File: src/rtl/eth_fifo_pkg.sv
// Shared types and constants for the switch-port FIFO: word layout and a
// width helper used for pointer and occupancy counters.
package eth_fifo_pkg;

   localparam int ETH_WORD_W = 34;
   localparam int SOP_BIT    = 33;
   localparam int EOP_BIT    = 32;

   typedef logic [ETH_WORD_W-1:0] eth_word_t;

   // Ceiling log2; clog2(1) = 0, clog2(17) = 5.
   function automatic int clog2(input int value);
      int res;
      int v;
      res = 32'sd0;
      v   = value - 32'sd1;
      while (v > 32'sd0) begin
         res = res + 32'sd1;
         v   = v >> 1;
      end
      return res;
   endfunction

endpackage

File: src/rtl/eth_sync_fifo_if.sv
// Handshake/bus bundle between ingress port logic (master) and the
// eth_sync_fifo (slave).
interface eth_sync_fifo_if #(
   parameter int DATA_WIDTH = eth_fifo_pkg::ETH_WORD_W,
   parameter int DEPTH      = 16
) ();
   import eth_fifo_pkg::*;

   localparam int LW = clog2(DEPTH + 1);

   logic                  flush;
   logic                  wrEnable;
   logic [DATA_WIDTH-1:0] inData;
   logic                  rdEnable;
   logic [DATA_WIDTH-1:0] outData;
   logic                  outValid;
   logic                  fifo_full;
   logic                  fifo_empty;
   logic                  almost_full;
   logic                  almost_empty;
   logic [LW-1:0]         level;
   logic                  overflow;
   logic                  underflow;

   modport master (
      output flush, wrEnable, inData, rdEnable,
      input  outData, outValid, fifo_full, fifo_empty, almost_full,
             almost_empty, level, overflow, underflow
   );

   modport slave (
      input  flush, wrEnable, inData, rdEnable,
      output outData, outValid, fifo_full, fifo_empty, almost_full,
             almost_empty, level, overflow, underflow
   );

endinterface

File: src/rtl/eth_fifo_ram.sv
// DEPTH x DATA_WIDTH storage: synchronous write, asynchronous read address.
// Contents are intentionally not reset.
module eth_fifo_ram #(
   parameter int DATA_WIDTH = 34,
   parameter int DEPTH      = 16,
   parameter int AW         = 4
) (
   input  logic                  clk,
   input  logic                  we,
   input  logic [AW-1:0]         waddr,
   input  logic [DATA_WIDTH-1:0] wdata,
   input  logic [AW-1:0]         raddr,
   output logic [DATA_WIDTH-1:0] rdata
);

   logic [DATA_WIDTH-1:0] mem [DEPTH];

   // Storage write port.
   always_ff @(posedge clk) begin
      if (we) begin
         mem[waddr] <= wdata;
      end
   end

   assign rdata = mem[raddr];

endmodule

File: src/rtl/eth_sync_fifo.sv
// Synchronous FIFO for the switch port datapath with level, watermark flags,
// sticky error flags and flush. Build option ETH_FIFO_FWFT_EN selects FWFT read.
module eth_sync_fifo
   import eth_fifo_pkg::*;
#(
   parameter int DATA_WIDTH = ETH_WORD_W,
   parameter int DEPTH      = 16,
   parameter int AF_LEVEL   = 12,
   parameter int AE_LEVEL   = 2
) (
   input logic            clk,
   input logic            reset,
   eth_sync_fifo_if.slave bus
);

   localparam int AW = clog2(DEPTH);
   localparam int LW = clog2(DEPTH + 1);

   logic [AW-1:0]         wr_ptr_r;
   logic [AW-1:0]         rd_ptr_r;
   logic [LW-1:0]         level_r;
   logic [LW-1:0]         level_nxt_s;
   logic                  full_r;
   logic                  empty_r;
   logic                  af_r;
   logic                  ae_r;
   logic                  ovf_r;
   logic                  unf_r;
   logic                  wr_acc_s;
   logic                  rd_acc_s;
   logic                  ram_we_s;
   logic [DATA_WIDTH-1:0] ram_rdata_s;

   // Wrap by compare-and-reset so DEPTH need not be a power of two.
   function automatic logic [AW-1:0] ptr_inc(input logic [AW-1:0] p);
      return (p == AW'(DEPTH - 1)) ? '0 : p + AW'(1'b1);
   endfunction

   // Accept decisions from registered flags and the resulting next level.
   always_comb begin
      wr_acc_s = bus.wrEnable & ~full_r;
      rd_acc_s = bus.rdEnable & ~empty_r;
      ram_we_s = wr_acc_s & ~bus.flush;
      case ({wr_acc_s, rd_acc_s})
         2'b10:   level_nxt_s = level_r + LW'(1'b1);
         2'b01:   level_nxt_s = level_r - LW'(1'b1);
         default: level_nxt_s = level_r;
      endcase
   end

   eth_fifo_ram #(
      .DATA_WIDTH (DATA_WIDTH),
      .DEPTH      (DEPTH),
      .AW         (AW)
   ) u_ram (
      .clk   (clk),
      .we    (ram_we_s),
      .waddr (wr_ptr_r),
      .wdata (bus.inData),
      .raddr (rd_ptr_r),
      .rdata (ram_rdata_s)
   );

   // Pointers, occupancy, watermark and sticky error flags.
   always_ff @(posedge clk or negedge reset) begin
      if (!reset) begin
         wr_ptr_r <= '0;
         rd_ptr_r <= '0;
         level_r  <= '0;
         full_r   <= 1'b0;
         empty_r  <= 1'b1;
         af_r     <= 1'b0;
         ae_r     <= 1'b1;
         ovf_r    <= 1'b0;
         unf_r    <= 1'b0;
      end else if (bus.flush) begin
         wr_ptr_r <= '0;
         rd_ptr_r <= '0;
         level_r  <= '0;
         full_r   <= 1'b0;
         empty_r  <= 1'b1;
         af_r     <= 1'b0;
         ae_r     <= 1'b1;
         ovf_r    <= 1'b0;
         unf_r    <= 1'b0;
      end else begin
         if (wr_acc_s) begin
            wr_ptr_r <= ptr_inc(wr_ptr_r);
         end
         if (rd_acc_s) begin
            rd_ptr_r <= ptr_inc(rd_ptr_r);
         end
         level_r <= level_nxt_s;
         full_r  <= (level_nxt_s == LW'(DEPTH));
         empty_r <= (level_nxt_s == '0);
         af_r    <= (level_nxt_s >= LW'(AF_LEVEL));
         ae_r    <= (level_nxt_s <= LW'(AE_LEVEL));
         if (bus.wrEnable && full_r) begin
            ovf_r <= 1'b1;
         end
         if (bus.rdEnable && empty_r) begin
            unf_r <= 1'b1;
         end
      end
   end

`ifdef ETH_FIFO_FWFT_EN
   assign bus.outData  = ram_rdata_s;
   assign bus.outValid = ~empty_r;
`else
   logic [DATA_WIDTH-1:0] out_data_r;
   logic                  out_valid_r;

   // Registered read: head word captured on the accepting edge, held otherwise.
   always_ff @(posedge clk or negedge reset) begin
      if (!reset) begin
         out_data_r  <= '0;
         out_valid_r <= 1'b0;
      end else if (bus.flush) begin
         out_valid_r <= 1'b0;
      end else begin
         out_valid_r <= rd_acc_s;
         if (rd_acc_s) begin
            out_data_r <= ram_rdata_s;
         end
      end
   end

   assign bus.outData  = out_data_r;
   assign bus.outValid = out_valid_r;
`endif

   assign bus.fifo_full    = full_r;
   assign bus.fifo_empty   = empty_r;
   assign bus.almost_full  = af_r;
   assign bus.almost_empty = ae_r;
   assign bus.level        = level_r;
   assign bus.overflow     = ovf_r;
   assign bus.underflow    = unf_r;

endmodule

File: src/flat_wrapper.sv
// flat-port wrapper written by rule: the top's interface ports become plain ports
module eth_sync_fifo_flat import eth_fifo_pkg::*;
#(
   parameter int DATA_WIDTH = ETH_WORD_W,
   parameter int DEPTH      = 16,
   parameter int AF_LEVEL   = 12,
   parameter int AE_LEVEL   = 2
)
  (clk, reset, bus_flush, bus_wrEnable, bus_inData, bus_rdEnable, bus_outData, bus_outValid, bus_fifo_full, bus_fifo_empty, bus_almost_full, bus_almost_empty, bus_level, bus_overflow, bus_underflow);
  eth_sync_fifo_if #(.DATA_WIDTH(DATA_WIDTH), .DEPTH(DEPTH)) bus_i ();
  input logic clk;
  input logic reset;
  input wire logic [$bits(bus_i.flush)-1:0] bus_flush;
  input wire logic [$bits(bus_i.wrEnable)-1:0] bus_wrEnable;
  input wire logic [$bits(bus_i.inData)-1:0] bus_inData;
  input wire logic [$bits(bus_i.rdEnable)-1:0] bus_rdEnable;
  output wire logic [$bits(bus_i.outData)-1:0] bus_outData;
  output wire logic [$bits(bus_i.outValid)-1:0] bus_outValid;
  output wire logic [$bits(bus_i.fifo_full)-1:0] bus_fifo_full;
  output wire logic [$bits(bus_i.fifo_empty)-1:0] bus_fifo_empty;
  output wire logic [$bits(bus_i.almost_full)-1:0] bus_almost_full;
  output wire logic [$bits(bus_i.almost_empty)-1:0] bus_almost_empty;
  output wire logic [$bits(bus_i.level)-1:0] bus_level;
  output wire logic [$bits(bus_i.overflow)-1:0] bus_overflow;
  output wire logic [$bits(bus_i.underflow)-1:0] bus_underflow;
  assign bus_i.flush = bus_flush;
  assign bus_i.wrEnable = bus_wrEnable;
  assign bus_i.inData = bus_inData;
  assign bus_i.rdEnable = bus_rdEnable;
  assign bus_outData = bus_i.outData;
  assign bus_outValid = bus_i.outValid;
  assign bus_fifo_full = bus_i.fifo_full;
  assign bus_fifo_empty = bus_i.fifo_empty;
  assign bus_almost_full = bus_i.almost_full;
  assign bus_almost_empty = bus_i.almost_empty;
  assign bus_level = bus_i.level;
  assign bus_overflow = bus_i.overflow;
  assign bus_underflow = bus_i.underflow;
  eth_sync_fifo #(.DATA_WIDTH(DATA_WIDTH), .DEPTH(DEPTH), .AF_LEVEL(AF_LEVEL), .AE_LEVEL(AE_LEVEL)) u_core (.clk(clk), .reset(reset), .bus(bus_i));
endmodule
File: config.mk
export PLATFORM = sky130hd
export DESIGN_NAME = eth_sync_fifo_flat
export DESIGN_NICKNAME = d
export VERILOG_FILES = /design/src/rtl/eth_fifo_pkg.sv /design/src/rtl/eth_sync_fifo_if.sv /design/src/rtl/eth_fifo_ram.sv /design/src/rtl/eth_sync_fifo.sv /design/src/flat_wrapper.sv
export SDC_FILE = /design/constraint.sdc
export NUM_CORES = 1
export LEC_CHECK = 0
export ABC_AREA = 0
export BUFFER_PORTS_ARGS = -buffer_cell sky130_fd_sc_hd__buf_2
export CAP_MARGIN = 20
export CORE_ASPECT_RATIO = 0.6
export CORE_UTILIZATION = 36
export DETAILED_ROUTE_END_ITERATION = 6
export PLACE_DENSITY = 0.51
export SYNTH_ARGS = -nofsm -noshare
export SYNTH_HDL_FRONTEND = slang
export SYNTH_SLANG_ARGS = --single-unit
File: constraint.sdc
create_clock -name clk -period 8.9 [get_ports clk]
set_input_delay 0.89 -clock clk [delete_from_list [all_inputs] [get_ports clk]]
set_output_delay 0.89 -clock clk [all_outputs]
set_load 0.02 [all_outputs]
Yosys cells after proc, flatten, opt, wreduce, memory -nomap -nowiden
Memories as Yosys holds them, arrays and structs flattened. A register that Yosys moved wholly into a read port is not among the register bits.
Cells that the tools add are included.
- multiplexer cells: 19
- bitwise operators: 6
- order comparisons: 2
- $add $sub $neg: 4
- equality and inequality tests: 5
- reductions and logical operators: 9
- operators by type and width (kind ; count):
    $mux 4 ; 6
    $mux 1 ; 11
    $pmux 5 s2 ; 1
    $add 4x1->4 const B ; 2
    $eq 4x4->1 const B ; 2
    $reduce_bool 2->1 ; 4
    $add 5x1->5 const B ; 1
    $eq 5x5->1 const B ; 1
    $ge 5x4->1 const B ; 1
    $le 5x2->1 const B ; 1
    $logic_not 5->1 ; 1
    $mux 5 ; 1
    $sub 5x1->5 const B ; 1
    $and 1x1->1 ; 3
    $not 1->1 ; 3
    $eq 2x1->1 const B ; 1
    $eq 2x2->1 const B ; 1
    $logic_and 1x1->1 ; 2
    $reduce_and 2->1 ; 1
    $logic_not 1->1 ; 1
- output and inout bits: 46
- bits in registers: 20
- bits of input ports: 39
- word-level logic and storage cells: 56
- RAM bits: 544
- memories kept: 1
- memory list (name ; words ; bits a word ; rd ports ; clocked after Yosys merged registers in ; write ports ; line ; source):
    u_core.u_ram.mem ; 16 ; 34 ; 1 ; 1 ; 1 ; eth_fifo_ram.sv:16 ; logic [DATA_WIDTH-1:0] mem [DEPTH];

Longest topological paths before layout
- depth in word-level cells: 6
- depth in mapped cells: 11
- gate-level depth less buffers: 10

Modules after synthesis
Synthesis repeated with hierarchy kept, for this count alone.
- cell total of the unflattened synthesis: 1048
- area, all modules: 22834.4 um^2
- modules (own cells, without submodules) (module ; cells an instance ; seq. area each (um^2) ; times used ; area an instance (um^2)):
    eth_fifo_ram ; 854 ; 16335.7 ; 1 ; 20395.8
    eth_sync_fifo ; 194 ; 1353.8 ; 1 ; 2438.6

Least setup slack after synthesis
No wires, ideal clock.
- kind: input to register
- from: input bus_wrEnable
- to: memory u_core.u_ram.mem[0][0] (enable)
- slack: 4.443 ns
- buffers on the path: 1
- stages: 6
- arrival: 3.989 ns
- path through: nor2b_1 > clkbuf_1 > inv_2 > nor2_1 > nand2_1 > nor3_1
- cells in the longest elaborated chain, start to end: 4
- RTL lines (what ; line ; source):
    start, declared ; flat_wrapper.sv:14 ; input wire logic [$bits(bus_i.wrEnable)-1:0] bus_wrEnable;
    $and 1x1->1 ; eth_sync_fifo.sv:41 ; wr_acc_s = bus.wrEnable & ~full_r;
    $and 1x1->1 ; eth_sync_fifo.sv:43 ; ram_we_s = wr_acc_s & ~bus.flush;
    $mux 1 ; eth_fifo_ram.sv:20 ; if (we) begin
    $mux 1 (not written as such) ; eth_fifo_ram.sv:21 ; mem[waddr] <= wdata;
    end, declared ; eth_fifo_ram.sv:16 ;
Every way passes these cells.

==> impl_metrics.yaml <==
global_route:
  antenna_found_initial: 1
  grt_pass1_wl_microns: 75400
  grt_pass1_vias: 10700
  overflow: 0
  grt_use_total_pct: 16.3
  grt_start_max_net_pins: 58
detailed_routing:
  wire_per_inst_microns: 26.1
  drc_errors: 0
  first_pass_iters: 5
  finalWirelength_microns: 51700
  vias_per_cell: 5.22
  antenna_left: 0
  vias: 10300
  drt-initial-drc-count: 911
final_layout:
  drive_gt1_share_pct: 36.9
  layout_commonest_cell: "edfxtp_1"
  layout.nets: 1136
  nFillCells: 5503
  final_cell_mix: "edfxtp_1, mux4_2, buf_2"
  area_growth_syn_to_layout_pct: 14.5
  n_antenna_cell: 0
worst_setup_path:
  ff2ff_setup_slack_ns: 5.01
  cp-start-kind: "register"
  endpoint_kind: "register"
  reg2reg_from: "u_core.rd_ptr_r[0]$_DFFE_PN0P_"
  crit_required_ns: 9.38
  crit_fanout: 40
  r2r_end: "u_core.bus.outData[9]$_DFFE_PN0P_"
  worstRegToRegCells: 5
  critical_path_class: "register to register"
  worstPathArrival_ns: 4.37
timing:
  layout_min_cycle_time_ns: 3.89
  hold_viol: 0
  slew_headroom_pct: 33.4
  min_period_over_period_pct: 43.7
  max_freq_ghz: 0.257
  clock_skew_ns: 0.0128
  tns_ns: 0
  setup_viol: 0
  tightest_slew_ns: 0.999
  rsz0062_at_grt: "no"
  drv_slew: 0
  holdWs_ns: 0.128
synthesis:
  synth-seq-cells: 598
  synth_area_per_cell_sq_um: 23.5
  synth_compound_area_share_pct: 1.06
  synth_simple_gate_area_share_pct: 1.30
  syn_inst: 972
  syn_area_sq_um: 22900
  synth-main-ff-cell: "edfxtp_1"
  synth_top_cell_area_share_pct: 71.4
  synth_edf_count: 544
  synthDistinctLibCells: 43
  synth_top_family_by_area: "multiplexers"
  yosys_warnings: 0
  syn_nets: 1018
  synth_xor_area_share_pct: 0.191
  synth.area.mux_share_pct: 18.4
  synthAdderAreaFrac_pct: 0.383
  netlist_top_cells_area: "edfxtp_1, mux4_2, dfrtp_1"
  synth-seq-area-share_pct: 77.3
  synthArstFlopShare_pct: 9.03
  yosys.area.top_type: "edfxtp_1"
placement:
  port_buffers: 84
  place.gp.congestion: 0.727
  hpwlAfterDp_microns: 26100
clock_network:
  cts_tree: "done"
  numCtsBuffers: 56
  h-tree-depth: 2
  clk_pin_slew_ns: 0.07
  cts.path.max_buffers: 3
  postCtsHoldBufs: 0
  cts_setup_buffers: 0
  cts_root_buf: "clkbuf_16"
  clk_latency_ns: 0.60
  cts.sinks: 598
  cts_resized: 0
floorplanning:
  start_util_pct: 36.5
  die_width_microns: 328
  rows: 71
  die-area_sq_um: 64600
  io-pin-count: 85
  core_sq_um: 62700
  die_h_microns: 197
status:
  status: "finished, final reports clean"
power:
  power_density_nw_per_um2: 246
  leakage_uw: 0.00820
  irDropWorstVdd_uv: 213
  finalPower_uw: 6450
job:
  maxCapViolations: 0
min_path:
  worstHoldPathType: "input port to async pin"
cells by family (layout without fill, tap and decap cells):
family                     after synthesis  in the layout
AOI/OAI and AO/OA                       35             35
adders and majority gates                7              7
xor gates and xnor gates                 5              5
and+or+nand+nor                         64             64
DFF                                    598            598
buffers and inverters                   58            224
muxes                                  205            205
routing by layer:
| metal | wire length [microns] | GRT usage, % | up-vias |
|---|---|---|---|
| met5 | 12 | 0 | - |
| met4 | 708 | 3.03 | 2 |
| met3 | 2340 | 2.97 | 67 |
| met2 | 23500 | 24.5 | 240 |
| met1 | 25200 | 24.9 | 5642 |
| li1 | - | - | 4361 |
per-stage QoR:
step | utilization (%) | area (sq um) | setup slack, ns | cells
floorplan | - | 22900 | 4.44 | 972
global placement | 38.9 | 24400 | 4.91 | 1871
detailed placement | 38.9 | 24400 | 4.88 | 1871
CTS | 41.8 | 26200 | 4.87 | 1977
global route | 41.8 | 26200 | 4.62 | 1977
finish | 41.8 | 26200 | 5.01 | 1977
Yosys cell counts (2+ instances only):
master	n
nor4_1	3
nor2_1	26
nand2b_1	3
buf_1	10
a21boi_1	2
a21oi_1	14
o22ai_1	2
inv_1	5
xnor2_1	2
nor3b_1	2
buf_6	11
buf_2	6
mux2_2	34
a311o_1	2
dfrtp_1	52
a31o_1	2
nand2_1	18
o2111a_1	2
xor2_1	3
edfxtp_1	544
clkbuf_1	24
mux4_2	170
a311oi_1	3
ha_1	7
o21ai_0	2
dfstp_2	2
nor3_1	5
power breakdown:
part	internal [uW]	switching (uW)	total [uW]
Clock	1340	1040	2390
Combinational	374	409	783
Sequential	3180	104	3280
layout make-up:
| cell class | instances | area (sq um) | share of cell area, % |
|---|---|---|---|
| Multi-Input combinational cell | 316 | 5010 | 19.1 |
| Sequential cell | 598 | 17700 | 67.5 |
| Timing Repair Buffer | 111 | 626 | 2.39 |
| Clock inverter | 32 | 295 | 1.13 |
| Inverter | 7 | 26.3 | 0.100 |
| Tap cell | 839 | 1050 | 4.00 |
| Clock buffer | 74 | 1510 | 5.76 |
worst max path at each step:
stage,endpoint,cells past startpoint,slack (ns),from
2_1_floorplan,u_core.u_ram.mem[0][0]$_DFFE_PP_,6,4.44,bus_wrEnable
3_3_place_gp,u_core.bus.outData[9]$_DFFE_PN0P_,5,4.91,u_core.rd_ptr_r[0]$_DFFE_PN0P_
3_5_place_dp,u_core.bus.outData[9]$_DFFE_PN0P_,5,4.88,u_core.rd_ptr_r[0]$_DFFE_PN0P_
4_1_cts,u_core.bus.outData[9]$_DFFE_PN0P_,5,4.87,u_core.rd_ptr_r[0]$_DFFE_PN0P_
5_1_grt,u_core.bus.outData[9]$_DFFE_PN0P_,5,4.62,u_core.rd_ptr_r[0]$_DFFE_PN0P_
6_report,u_core.bus.outData[9]$_DFFE_PN0P_,5,5.01,u_core.rd_ptr_r[0]$_DFFE_PN0P_
registers in the layout, summed over array words and instances (netlist names):
name	flops
u_core.bus.almost_empty	1
u_core.bus.almost_full	1
u_core.bus.fifo_empty	1
u_core.bus.fifo_full	1
u_core.bus.level	5
u_core.bus.outData	34
u_core.bus.outValid	1
u_core.bus.overflow	1
u_core.bus.underflow	1
u_core.rd_ptr_r	4
u_core.u_ram.mem	544
u_core.wr_ptr_r	4
worst max-delay path, cell delays in order, from the launching register on:
cell and delay [ns]:
dfrtp_4 0.97, buf_4 0.72, buf_4 0.64, mux4_2 0.59, mux4_2 0.49, mux2_2 0.27
(Power assumes the default switching activity.)
